## src/rtl/exec_pkg.sv

```systemverilog
// Shared definitions for the execute stage: opcodes, FSM states and the
// default datapath sizes that must agree with the 16x16 register bank.
package exec_pkg;

  localparam int unsigned EXEC_WIDTH  = 16;
  localparam int unsigned EXEC_ADDR_W = 4;
  localparam int unsigned OP_W        = 4;
  localparam int unsigned SHAMT_W     = 4;

  localparam logic [OP_W-1:0] OP_ADD = 4'd0;
  localparam logic [OP_W-1:0] OP_SUB = 4'd1;
  localparam logic [OP_W-1:0] OP_AND = 4'd2;
  localparam logic [OP_W-1:0] OP_OR  = 4'd3;
  localparam logic [OP_W-1:0] OP_XOR = 4'd4;
  localparam logic [OP_W-1:0] OP_NOT = 4'd5;
  localparam logic [OP_W-1:0] OP_SHL = 4'd6;
  localparam logic [OP_W-1:0] OP_SHR = 4'd7;
  localparam logic [OP_W-1:0] OP_MUL = 4'd8;
  localparam logic [OP_W-1:0] OP_SLT = 4'd9;

  typedef enum logic [1:0] {
    IDLE = 2'd0,
    EXEC = 2'd1,
    MUL  = 2'd2,
    WB   = 2'd3
  } state_e;

  // Opcodes above SLT are reserved and raise err instead of writing back.
  function automatic logic op_is_legal(input logic [OP_W-1:0] op);
    return (op <= OP_SLT);
  endfunction

endpackage

```

## src/rtl/mul_iter.sv

```systemverilog
// Iterative shift-add multiplier: one partial product per step, WIDTH steps,
// keeping only the low WIDTH bits of the product.
module mul_iter
  import exec_pkg::*;
#(
  parameter int unsigned WIDTH = EXEC_WIDTH
) (
  input  logic             clk,
  input  logic             rst_n,
  input  logic             i_load,
  input  logic             i_step,
  input  logic [WIDTH-1:0] i_a,
  input  logic [WIDTH-1:0] i_b,
  output logic [WIDTH-1:0] o_product_c,
  output logic             o_done_c
);

  localparam int unsigned CNT_W = $clog2(WIDTH);

  logic [WIDTH-1:0] r_acc;
  logic [WIDTH-1:0] r_mcand;
  logic [WIDTH-1:0] r_mplier;
  logic [CNT_W-1:0] r_cnt;

  logic [WIDTH-1:0] w_partial;
  logic [WIDTH-1:0] w_acc_nxt;

  assign w_partial = r_mplier[0] ? r_mcand : '0;
  assign w_acc_nxt = r_acc + w_partial;

  // The product includes the current step, so it is complete on the final step edge.
  assign o_product_c = w_acc_nxt;
  assign o_done_c    = (r_cnt == CNT_W'(WIDTH - 1));

  always_ff @(posedge clk or negedge rst_n) begin
    if (!rst_n) begin
      r_acc    <= '0;
      r_mcand  <= '0;
      r_mplier <= '0;
      r_cnt    <= '0;
    end else if (i_load) begin
      r_acc    <= '0;
      r_mcand  <= i_a;
      r_mplier <= i_b;
      r_cnt    <= '0;
    end else if (i_step) begin
      r_acc    <= w_acc_nxt;
      r_mcand  <= r_mcand << 1;
      r_mplier <= r_mplier >> 1;
      r_cnt    <= r_cnt + CNT_W'(1);
    end
  end

endmodule

```

## src/rtl/exec_stage.sv

```systemverilog
// Execute stage between the register bank read and write ports: single-cycle
// ALU ops, a 16-step multiply, and a registered writeback triple.
module exec_stage
  import exec_pkg::*;
#(
  parameter int unsigned WIDTH  = EXEC_WIDTH,
  parameter int unsigned ADDR_W = EXEC_ADDR_W
) (
  input  logic              clock,
  input  logic              resetn,
  input  logic              start,
  input  logic [OP_W-1:0]   op,
  input  logic [ADDR_W-1:0] dst,
  input  logic [WIDTH-1:0]  opA,
  input  logic [WIDTH-1:0]  opB,
  output logic              busy,
  output logic              wb_en,
  output logic [ADDR_W-1:0] wb_addr,
  output logic [WIDTH-1:0]  wb_data,
  output logic              flag_z,
  output logic              flag_c,
  output logic              err
);

  state_e            r_state;
  logic [OP_W-1:0]   r_op;
  logic [ADDR_W-1:0] r_dst;
  logic [WIDTH-1:0]  r_a;
  logic [WIDTH-1:0]  r_b;
  logic              r_busy;
  logic              r_wb_en;
  logic [ADDR_W-1:0] r_wb_addr;
  logic [WIDTH-1:0]  r_wb_data;
  logic              r_flag_z;
  logic              r_flag_c;
  logic              r_err;

  state_e            w_state_nxt;
  logic              w_accept;
  logic              w_busy_nxt;
  logic              w_wb_en_nxt;
  logic [ADDR_W-1:0] w_wb_addr_nxt;
  logic [WIDTH-1:0]  w_wb_data_nxt;
  logic              w_flag_z_nxt;
  logic              w_flag_c_nxt;
  logic              w_err_nxt;
  logic              w_mul_load;
  logic              w_mul_step;
  logic [WIDTH-1:0]  w_product;
  logic              w_mul_done;

  logic [WIDTH:0]    w_sum;
  logic              w_slt;
  logic [WIDTH-1:0]  w_alu_res;
  logic              w_alu_c;

  assign busy    = r_busy;
  assign wb_en   = r_wb_en;
  assign wb_addr = r_wb_addr;
  assign wb_data = r_wb_data;
  assign flag_z  = r_flag_z;
  assign flag_c  = r_flag_c;
  assign err     = r_err;

  mul_iter #(
    .WIDTH(WIDTH)
  ) u_mul (
    .clk        (clock),
    .rst_n      (resetn),
    .i_load     (w_mul_load),
    .i_step     (w_mul_step),
    .i_a        (opA),
    .i_b        (opB),
    .o_product_c(w_product),
    .o_done_c   (w_mul_done)
  );

  // Single-cycle ALU on the captured operands.
  assign w_sum = {1'b0, r_a} + {1'b0, r_b};
  assign w_slt = ($signed(r_a) < $signed(r_b));

  always_comb begin
    w_alu_res = '0;
    w_alu_c   = 1'b0;
    case (r_op)
      OP_ADD: begin
        w_alu_res = w_sum[WIDTH-1:0];
        w_alu_c   = w_sum[WIDTH];
      end
      OP_SUB: begin
        w_alu_res = r_a - r_b;
        w_alu_c   = (r_a < r_b);
      end
      OP_AND:  w_alu_res = r_a & r_b;
      OP_OR:   w_alu_res = r_a | r_b;
      OP_XOR:  w_alu_res = r_a ^ r_b;
      OP_NOT:  w_alu_res = ~r_a;
      OP_SHL:  w_alu_res = r_a << r_b[SHAMT_W-1:0];
      OP_SHR:  w_alu_res = r_a >> r_b[SHAMT_W-1:0];
      OP_SLT:  w_alu_res = {{(WIDTH-1){1'b0}}, w_slt};
      default: w_alu_res = '0;
    endcase
  end

  // Next-state and next-output logic; results and flags hold unless a result lands.
  always_comb begin
    w_state_nxt   = r_state;
    w_accept      = 1'b0;
    w_wb_en_nxt   = 1'b0;
    w_err_nxt     = 1'b0;
    w_wb_addr_nxt = r_wb_addr;
    w_wb_data_nxt = r_wb_data;
    w_flag_z_nxt  = r_flag_z;
    w_flag_c_nxt  = r_flag_c;
    w_mul_load    = 1'b0;
    w_mul_step    = 1'b0;

    case (r_state)
      IDLE: begin
        if (start) begin
          w_accept = 1'b1;
          if (op == OP_MUL) begin
            w_mul_load  = 1'b1;
            w_state_nxt = MUL;
          end else begin
            w_state_nxt = EXEC;
          end
        end
      end
      EXEC: begin
        if (op_is_legal(r_op)) begin
          w_wb_data_nxt = w_alu_res;
          w_wb_addr_nxt = r_dst;
          w_flag_z_nxt  = (w_alu_res == '0);
          w_flag_c_nxt  = w_alu_c;
          w_wb_en_nxt   = 1'b1;
          w_state_nxt   = WB;
        end else begin
          w_err_nxt   = 1'b1;
          w_state_nxt = IDLE;
        end
      end
      MUL: begin
        w_mul_step = 1'b1;
        if (w_mul_done) begin
          w_wb_data_nxt = w_product;
          w_wb_addr_nxt = r_dst;
          w_flag_z_nxt  = (w_product == '0);
          w_flag_c_nxt  = 1'b0;
          w_wb_en_nxt   = 1'b1;
          w_state_nxt   = WB;
        end
      end
      WB: begin
        w_state_nxt = IDLE;
      end
      default: begin
        w_state_nxt = IDLE;
      end
    endcase

    w_busy_nxt = (w_state_nxt != IDLE);
  end

  always_ff @(posedge clock or negedge resetn) begin
    if (!resetn) begin
      r_state   <= IDLE;
      r_op      <= '0;
      r_dst     <= '0;
      r_a       <= '0;
      r_b       <= '0;
      r_busy    <= 1'b0;
      r_wb_en   <= 1'b0;
      r_wb_addr <= '0;
      r_wb_data <= '0;
      r_flag_z  <= 1'b0;
      r_flag_c  <= 1'b0;
      r_err     <= 1'b0;
    end else begin
      r_state   <= w_state_nxt;
      r_busy    <= w_busy_nxt;
      r_wb_en   <= w_wb_en_nxt;
      r_wb_addr <= w_wb_addr_nxt;
      r_wb_data <= w_wb_data_nxt;
      r_flag_z  <= w_flag_z_nxt;
      r_flag_c  <= w_flag_c_nxt;
      r_err     <= w_err_nxt;
      if (w_accept) begin
        r_op  <= op;
        r_dst <= dst;
        r_a   <= opA;
        r_b   <= opB;
      end
    end
  end

endmodule

```

## config.mk

```make
export PLATFORM = sky130hd
export DESIGN_NAME = exec_stage
export DESIGN_NICKNAME = d
export VERILOG_FILES = /design/src/rtl/exec_pkg.sv /design/src/rtl/mul_iter.sv /design/src/rtl/exec_stage.sv
export SDC_FILE = /design/constraint.sdc
export NUM_CORES = 1
export LEC_CHECK = 0
export ABC_AREA = 0
export CORE_MARGIN = 2
export CORE_UTILIZATION = 36
export DETAILED_ROUTE_END_ITERATION = 12
export PLACE_DENSITY = 0.58
export SETUP_SLACK_MARGIN = 0.2
export SYNTH_ARGS = -nofsm -noshare
export SYNTH_HDL_FRONTEND = slang
export SYNTH_SLANG_ARGS = --single-unit
```

## constraint.sdc

```tcl
create_clock -name clock -period 4.7 [get_ports clock]
set_input_delay 1.41 -clock clock [delete_from_list [all_inputs] [get_ports clock]]
set_output_delay 1.41 -clock clock [all_outputs]
set_load 0.02 [all_outputs]
```

==> impl_metrics.yaml <==
run_status:
  status: "completed"
cts:
  numClockSinks: 119
  cts_tree: "built"
  postCtsSetupRepairBufs: 0
  cts_root_buf: "clkbuf_16"
  clockBufferDepth: 2
  cts_resized: 0
  clkTransAtPathRegs_ps: 70
  hold_buffers: 0
  htree_levels: 4
  cts_inserted_buffers: 17
  clk_latency_ps: 430
route:
  drc_errors: 0
  drt_iter0_markers: 943
  first_pass_iters: 5
  via_per_inst: 6.01
  wl_per_cell_um: 22.8
  drt_wl_total_um: 33500
  vias: 8810
  final_antenna_net_count: 0
yosys:
  syn_area_um2: 9870
  synth_top_area_frac: 0.302
  ys_ff_latch: 119
  ys_seq_area_frac: 0.302
  syn_area_per_cell_um2: 9.21
  ys_warn_count: 0
  synth_top_area_cell: "dfrtp_1"
  synth_edf_count: 0
  synth_cell_type_count: 76
  syn_inst: 1072
  synth_flop_cell: "dfrtp_1"
  async_flop_share: 1.00
  ys_top_cells_by_area: "dfrtp_1 30%, ha_1 8.7%, mux2_2 6.2%"
  synth_nets: 1187
layout:
  ff_latch_area_um2: 2980
  multiInputGateArea_um2: 6370
  fillers: 2617
  num-nets-final: 1227
  final_cell_mix: "118 x dfrtp_1, 112 x nand2_1, 79 x o21ai_0"
  antenna_cells: 0
  layout-drive-gt1-share: 0.132
  syn_to_final_growth_pct: 15.8
  final_common_cell: "dfrtp_1"
critical_path:
  crit_chain: "inv_1 -> ha_1 -> a21oi_1 -> nor4_1 -> a2111oi_0 -> o211ai_1 -> nor3_1 -> nand2_1 -> nor4_1 -> and4_1 -> a21o_1"
  startpoint: "r_b[0]"
  setup.worst_path.end_class: "flip-flop"
  path_max_fanout: 12
  criticalPathCategory: "reg -> reg"
  setup.worst_path.start_class: "flip-flop"
  cp_slowest_stage_delay_ps: 1080
  regToRegSetupSlack_ps: 740
  r2r-start: "r_b[0]"
  r2r-end: "flag_z"
  cp_data_arrival_time_ps: 4330
  cp_data_required_time_ps: 5070
  rr_worst_depth: 11
  worst_path_most_repeated_cell: "nor4_1"
  cp_slowest_cell: "a2111oi_0"
sta:
  worst_pin_slew_ps: 1240
  fin_setup_tns_ps: 0
  report.final.slew_viol_count: 0
  skew_ps: 17.2
  relSlewSlack: 0.155
  min_period_ps: 3960
  finalCritPeriodShare: 0.842
  grt_setup_unrepaired: "false"
  clock.fmax_ghz: 0.253
  setup_viol_count_final: 0
  hold_violations: 0
placement:
  dp_hpwl_um: 25000
  routabilityCongestion: 0.998
  port_buffers: 67
floorplan:
  fp.dieH_um: 170
  fp.dieW_um: 170
  pin_count: 68
  die-area_um2: 28800
  initial_utilization: 0.366
  row_count: 60
  core_area_um2: 27000
hold_path:
  min-delay-start: "wb_data[10]"
  hold_path_depth: 2
  min_path_type: "reg -> reg"
  hold_end: "wb_data[10]"
run:
  max-cap-violations: 0
global_route:
  grt-ovfl-total: 0
  grt_util_all_layers: 0.235
  grt_pass1_wl_um: 51100
  antenna_found_initial: 0
  grt_max_degree: 81
  grt_pass1_vias: 8408
==> sequential cells by signal, indices dropped and copies added, names as in the netlist, 16 cells and up <==
register / flops
r_a: 16
r_b: 16
u_mul.r_acc: 16
u_mul.r_mcand: 16
u_mul.r_mplier: 16
wb_data: 16
==> logic make-up (layout without fill, tap and decap cells) <==
group,Yosys count,in the layout,share of synthesized area
xor gates and xnor gates,25,25,0.0222
adders and majority gates,72,72,0.0936
DFF,119,119,0.302
muxes,140,140,0.183
and+or+nand+nor,296,296,0.144
AOI/OAI and AO/OA,296,296,0.202
buffers and inverters,124,177,0.0536
==> cells in the mapped netlist, types with 4 or more instances <==
| cell | count |
|---|---|
| a221oi_1 | 9 |
| a22oi_1 | 7 |
| buf_4 | 4 |
| o31ai_1 | 9 |
| a311oi_1 | 6 |
| o211ai_1 | 17 |
| nor2_1 | 62 |
| nor4_1 | 13 |
| dfrtp_1 | 119 |
| nand3_1 | 12 |
| a31oi_1 | 6 |
| and2_1 | 21 |
| nor2b_1 | 6 |
| xor2_1 | 8 |
| o21ai_0 | 79 |
| nor3_1 | 26 |
| o21a_1 | 4 |
| mux4_1 | 6 |
| and3_1 | 4 |
| nor3b_1 | 4 |
| buf_2 | 21 |
| a21boi_0 | 6 |
| mux2_2 | 54 |
| mux4_2 | 18 |
| a211o_1 | 5 |
| o221ai_1 | 8 |
| nand2b_1 | 9 |
| a22o_1 | 4 |
| inv_1 | 52 |
| clkbuf_1 | 35 |
| buf_1 | 9 |
| xnor2_1 | 17 |
| o21bai_1 | 7 |
| ha_1 | 69 |
| nand4_1 | 6 |
| o22ai_1 | 8 |
| nand2_1 | 113 |
| a21o_1 | 16 |
| o32ai_1 | 4 |
| a2bb2oi_1 | 7 |
| a21oi_1 | 54 |
| mux2i_1 | 60 |
| a211oi_1 | 11 |
==> worst max-delay path by stage <==
stage	depth (start not counted)	slack, ps	to
global route	11	820	wb_data[13]
finish	11	740	flag_z
detailed placement	5	950	u_mul.r_mplier[8]
CTS	11	1040	flag_z
global placement	11	1050	flag_z
floorplan	14	1390	flag_z
==> area by class of cell <==
type | count | share of cell area
Clock buffer | 18 | 0.0384
Clock inverter | 14 | 0.0125
Inverter | 52 | 0.0171
Multi-Input combinational cell | 829 | 0.558
Sequential cell | 119 | 0.261
Tap cell | 341 | 0.0373
Timing Repair Buffer | 93 | 0.0766
==> worst max-delay path, delay by kind of cell, from the launching register on <==
kind	cells	cell delay [ps]
and+or+nand+nor	5	1180
AOI/OAI and AO/OA	4	1530
adders and majority gates	1	340
DFF	1	440
buffers and inverters	1	410
==> metal layers <==
metal  wire [um]  track usage  up-vias  part of all wire
met5           0            0        -                 0
met4        1010       0.0896        0             0.030
met3        2690       0.0469       55             0.081
met2       14400        0.351      407              0.43
met1       15400        0.336     4302              0.46
li1            -            -     4046                 -
==> metrics by stage <==
stage                      util  worst slack, ps  std cells  hold slack (ps)  area, um^2
final                     0.424              744       1466              480       11400
after global routing      0.424              817       1466              498       11400
after CTS                 0.424             1040       1466              484       11400
after detailed placement  0.403              947       1434              470       10900
after global placement    0.403             1050       1434              463       10900
after floorplan               -             1390       1072              475        9870
Power is not shown: default switching activity piles up to over one toggle a cycle in this logic, so the estimate is an artifact.
==> variant 1: new RTL, same settings <==
Change the package constant `EXEC_WIDTH` from 16 to 8.
--- a/src/rtl/exec_pkg.sv
+++ b/src/rtl/exec_pkg.sv
@@ -4,3 +4,3 @@
 
-  localparam int unsigned EXEC_WIDTH  = 16;
+  localparam int unsigned EXEC_WIDTH  = 8;
   localparam int unsigned EXEC_ADDR_W = 4;
Interface: changed (resized opA, opB and wb_data); port bits go from 68 to 44. No check against the original RTL was run, so the function may have changed too.
==> variant 1 against the unedited design <==
Wire length shrank 60%; count of clock-buffer cells in the layout is 8 lower; die area decreased by 48%; final area down 49%; worst setup slack improved by 630 ps; sequential cell count is 49 lower; synthesized area fell by 49%; clock skew shrank 12 ps.
==> variant 1: results (changes against the unedited design) <==
Routing
  • Vias: 4197 (-52%)
  • Met2 routed WL: 6.07 mm (-58%)
  • Routed met3 length: 856 um (-68%)

Final layout
  • Nets: 623 (-49%)
  • Register Area: 0.00175 sq mm (-41%)
  • Clkbuf count: 10 (-8)
  • Inverters: 26 (-50%)
  • Seq_cells: 70 (-41%)
  • Non-Clock Buffer Count: 47 (-49%)
  • Ratio of cells with drive above 1 in the final layout: 11.6% (-1.6 points)

Worst setup path
  • CP endpoint: wb_data[7]$_DFFE_PN0P_
  • Crit path max-delay cell type: dfrtp_1
  • Slowest cell delay on critical path: 810 ps (-270 ps)
  • R2R Setup Slk: 1380 ps (+630 ps)

Run status
  • Status: complete, no violations

Hold path
  • Hold path endpoint: wb_addr[0]$_DFFE_PN0P_

Placed design
  • Hpwl dp: 9.80 mm (-61%)
  • Final GP Congestion: 0.969 (-2.9%)

Global route
  • Largest net degree at the start of global routing: 41 (-49%)
  • Met1 usage: 26.0% (-7.5 points)
  • First-pass GRT wire length: 21.3 mm (-58%)
  • Met3 GRT Util: 4.59% (-0.099 points)
  • Vias in the first global route: 3944 (-53%)

Timing
  • Setup Skew: 4.99 ps (-12.2 ps)

Yosys
  • Seq/Total Area, Yosys: 34.9% (+4.8 points)
  • Synth Area in XOR/XNOR: 2.27% (+0.052 points)
## variant 1: changes by cell type after synthesis, sizes merged, moves of 13 or more
cell,before,now
mux2,55,26
o21ai,81,33
nand2,113,70
and2,22,9
mux4,24,5
clkbuf,35,15
ha,69,38
nor3,26,9
buf,37,18
nor2,62,28
a21oi,54,24
dfrtp,119,70
mux2i,61,26
inv,52,24
## variant 1: per-stage QoR
stage	cells	total power, W	worst slack [ps]	hold WS [ps]	cell area, sq um
after floorplan	530	0.00314	2030	433	5010
after global placement	724	0.00383	1370	440	5540
after detailed placement	724	0.00385	1360	455	5540
after CTS	739	0.00461	1370	469	5860
after global routing	739	0.00498	928	489	5860
final	739	0.00463	1380	464	5860
## variant 1: power groups by stage
stage	Sequential (W)	Combinational [W]	Clock (W)
5_1_grt	0.00139	0.00280	0.000788
4_1_cts	0.00132	0.00253	0.000759
2_1_floorplan	0.00116	0.00198	0
6_report	0.00132	0.00256	0.000744
3_5_place_dp	0.00133	0.00252	0
3_3_place_gp	0.00132	0.00251	0
==> variant 2: new RTL, same flow settings <==
Without the edit above. Make the reset (`resetn` and `rst_n`) synchronous in 2 clocked blocks.
--- a/src/rtl/mul_iter.sv
+++ b/src/rtl/mul_iter.sv
@@ -34,3 +34,3 @@
 
-  always_ff @(posedge clk or negedge rst_n) begin
+  always_ff @(posedge clk) begin
     if (!rst_n) begin
--- a/src/rtl/exec_stage.sv
+++ b/src/rtl/exec_stage.sv
@@ -164,3 +164,3 @@
 
-  always_ff @(posedge clock or negedge resetn) begin
+  always_ff @(posedge clock) begin
     if (!resetn) begin
Function: differs if resetn is asserted again (counterexample within 4 cycles, from zero or initial values and one cycle with resetn low); with resetn held inactive, the same outputs for 4 cycles.
==> variant 2 against the unedited design <==
Die area is 2.1% higher; clock skew is 4.5 ps lower; worst setup slack worse by 280 ps; synthesized area is 2.1% higher; synthesized cell count is 19% higher; wire length is 7.7% higher; global-route usage is 1.0 points higher; final area is 2.2% higher; worst hold slack worse by 19 ps; sequential cell count stayed put; critical path type unchanged; largest cell class unchanged.
==> variant 2: results (changes against the unedited design) <==
Global route
  • First-pass GRT wire length: 54.7 mm (+7.0%)
  • Initial antenna violation count: 0 (unchanged)
  • Vias in the first global route: 9139 (+8.7%)
  • Largest net degree at the start of global routing: 84 (+3.7%)
  • Global Route Usage Sum: 24.5% (+1.0 points)

Clock tree
  • Root buffer cell: clkbuf_16
  • CTS H-tree lvls: 4 (unchanged)
  • Cts bufs inserted: 17 (unchanged)
  • Worst-Skew Late Latency: 420 ps
  • Max clock buf depth: 2 (unchanged)
  • Clock transition at path regs: 70 ps (about the same)
  • Post CTS Setup Buffer Count: 0 (unchanged)

Yosys
  • YS warnings: 0 (unchanged)
  • Seq/Total Area, Yosys: 23.6% (-6.5 points)
  • Distinct cells, synth: 84 (+11%)
  • Top_reg_cell synth: dfxtp_1
  • Asr flop ratio synth: 0% (-100 points)
  • Number of synthesized flops with an enable pin: 0 (unchanged)
  • Most common library cells after synthesis: nand2_1 (208), dfxtp_1 (119), clkbuf_1 (78)
  • Compound-Gate Fraction of Synth Area: 25.0% (+4.9 points)
  • Synth Area in XOR/XNOR: 1.91% (-0.31 points)
  • Area contributors post-synth: dfxtp_1 (24%), ha_1 (8.6%), nand2_1 (7.7%)
  • Adder-Cell Fraction of Synth Area: 9.16% (-0.20 points)
  • Mux cell area share after synthesis: 12.0% (-6.3 points)

Timing
  • Worst slew pin tran: 997 ps (-238 ps)
  • Setup Skew: 12.7 ps (-4.51 ps)

Power
  • Peak supply drop: 0.221 mV
  • Leakage: 4.85 nW

Placed design
  • Area post-placement: 0.0111 sq mm (+2.2%)
  • Final GP Congestion: 0.992 (-0.56%)
  • Hpwl dp: 27.5 mm (+10%)
  • Port buffer count: 67 (unchanged)
  • Worst slack at placement: 685 ps (-263 ps)

Final layout
  • Nets: 1415 (+15%)
  • Diode count: 0 (unchanged)
  • Ratio of cells with drive above 1 in the final layout: 9.29% (-4.0 points)
  • Fillers: 2803 (+7.1%)

Worst setup path
  • WP data arrival: 4600 ps (+270 ps)
  • Max FO, Critical Path: 13 (+1)

Run status
  • Status: complete, no violations

Routing
  • Routed length per instance: 21.3 um (-6.6%)
  • Vias: 9782 (+11%)
  • Post-route DRC: 0 (unchanged)
  • Initial DRC count: 962 (+2.0%)

Hold path
  • Hold Crit Class: reg -> reg
[variant 2: changes by cell type after synthesis, moves of 42 or more]
cell	delta
dfxtp_1	+119
clkbuf_1	+43
mux2_2	-42
a21boi_0	+48
nand2_1	+95
dfrtp_1	-119
[variant 2: critical path, cell delays in order, from the launching register on]
cell       delay [ps]
dfxtp_1           600
inv_1             160
fa_1              510
nor3_1            430
nor3_1            100
a2111oi_0         630
nor4b_1           780
nand4b_1          180
nor4_1            230
nand4_1           130
nor4_1            270
a211o_1           160
[variant 2: layout make-up]
cell class / count / area [sq um] / area share [%]
sequential: 119 / 2380 / 20.4
clock inverter: 14 / 159 / 1.36
tap: 378 / 473 / 4.05
multi-input combinational: 1005 / 7100 / 60.8
clock buffer: 18 / 439 / 3.76
inverter: 57 / 214 / 1.83
timing repair buffer: 100 / 913 / 7.82
[variant 2: per-layer routing]
metal | share of wire (%) | vias up | track usage, %
met5 | 0 | - | 0
met4 | 3.0 | 0 | 8.33
met3 | 6.9 | 58 | 4.86
met2 | 44 | 383 | 37.8
met1 | 46 | 4665 | 34.2
li1 | - | 4676 | -
[variant 2: worst paths after layout]
kind	startpoint	endpoint	slack (ps)	cells after the start
max	r_a[1]$_SDFFE_PN0P_	flag_z$_SDFFE_PN0P_	470	11
min	r_dst[2]$_SDFFE_PN0P_	wb_addr[2]$_SDFFE_PN0P_	460	2
max reg2reg	r_a[1]$_SDFFE_PN0P_	flag_z$_SDFFE_PN0P_	470	11
min reg2reg	r_dst[2]$_SDFFE_PN0P_	wb_addr[2]$_SDFFE_PN0P_	460	2
[variant 2: metrics by stage]
| stage | util (%) | power (W) | cells | hold slack (ps) |
|---|---|---|---|---|
| 6_report | 42.2 | 0.00555 | 1691 | 461 |
| 4_1_cts | 42.2 | 0.00552 | 1691 | 460 |
| 5_1_grt | 42.2 | 0.00586 | 1691 | 482 |
| 3_3_place_gp | 40.0 | 0.00416 | 1659 | 450 |
| 3_5_place_dp | 40.0 | 0.00416 | 1659 | 455 |
| 2_1_floorplan | - | 0.00323 | 1279 | 441 |
[variant 2: report_power, final]
| part | internal (W) | total, W | switching, W |
|---|---|---|---|
| logic | 0.00107 | 0.00286 | 0.00179 |
| clock network | 0.000807 | 0.00135 | 0.000541 |
| registers | 0.00116 | 0.00135 | 0.000191 |
| total | 0.00303 | 0.00555 | 0.00252 |
[variant 2: kinds of logic after synthesis]
logic type,Yosys count
adder cells (fa/ha/maj),72
buffers and inverters,155
AO/OA/AOI/OAI,347
AND/OR/NAND/NOR,469
multiplexers,95
flip-flops,119
XOR/XNOR,22
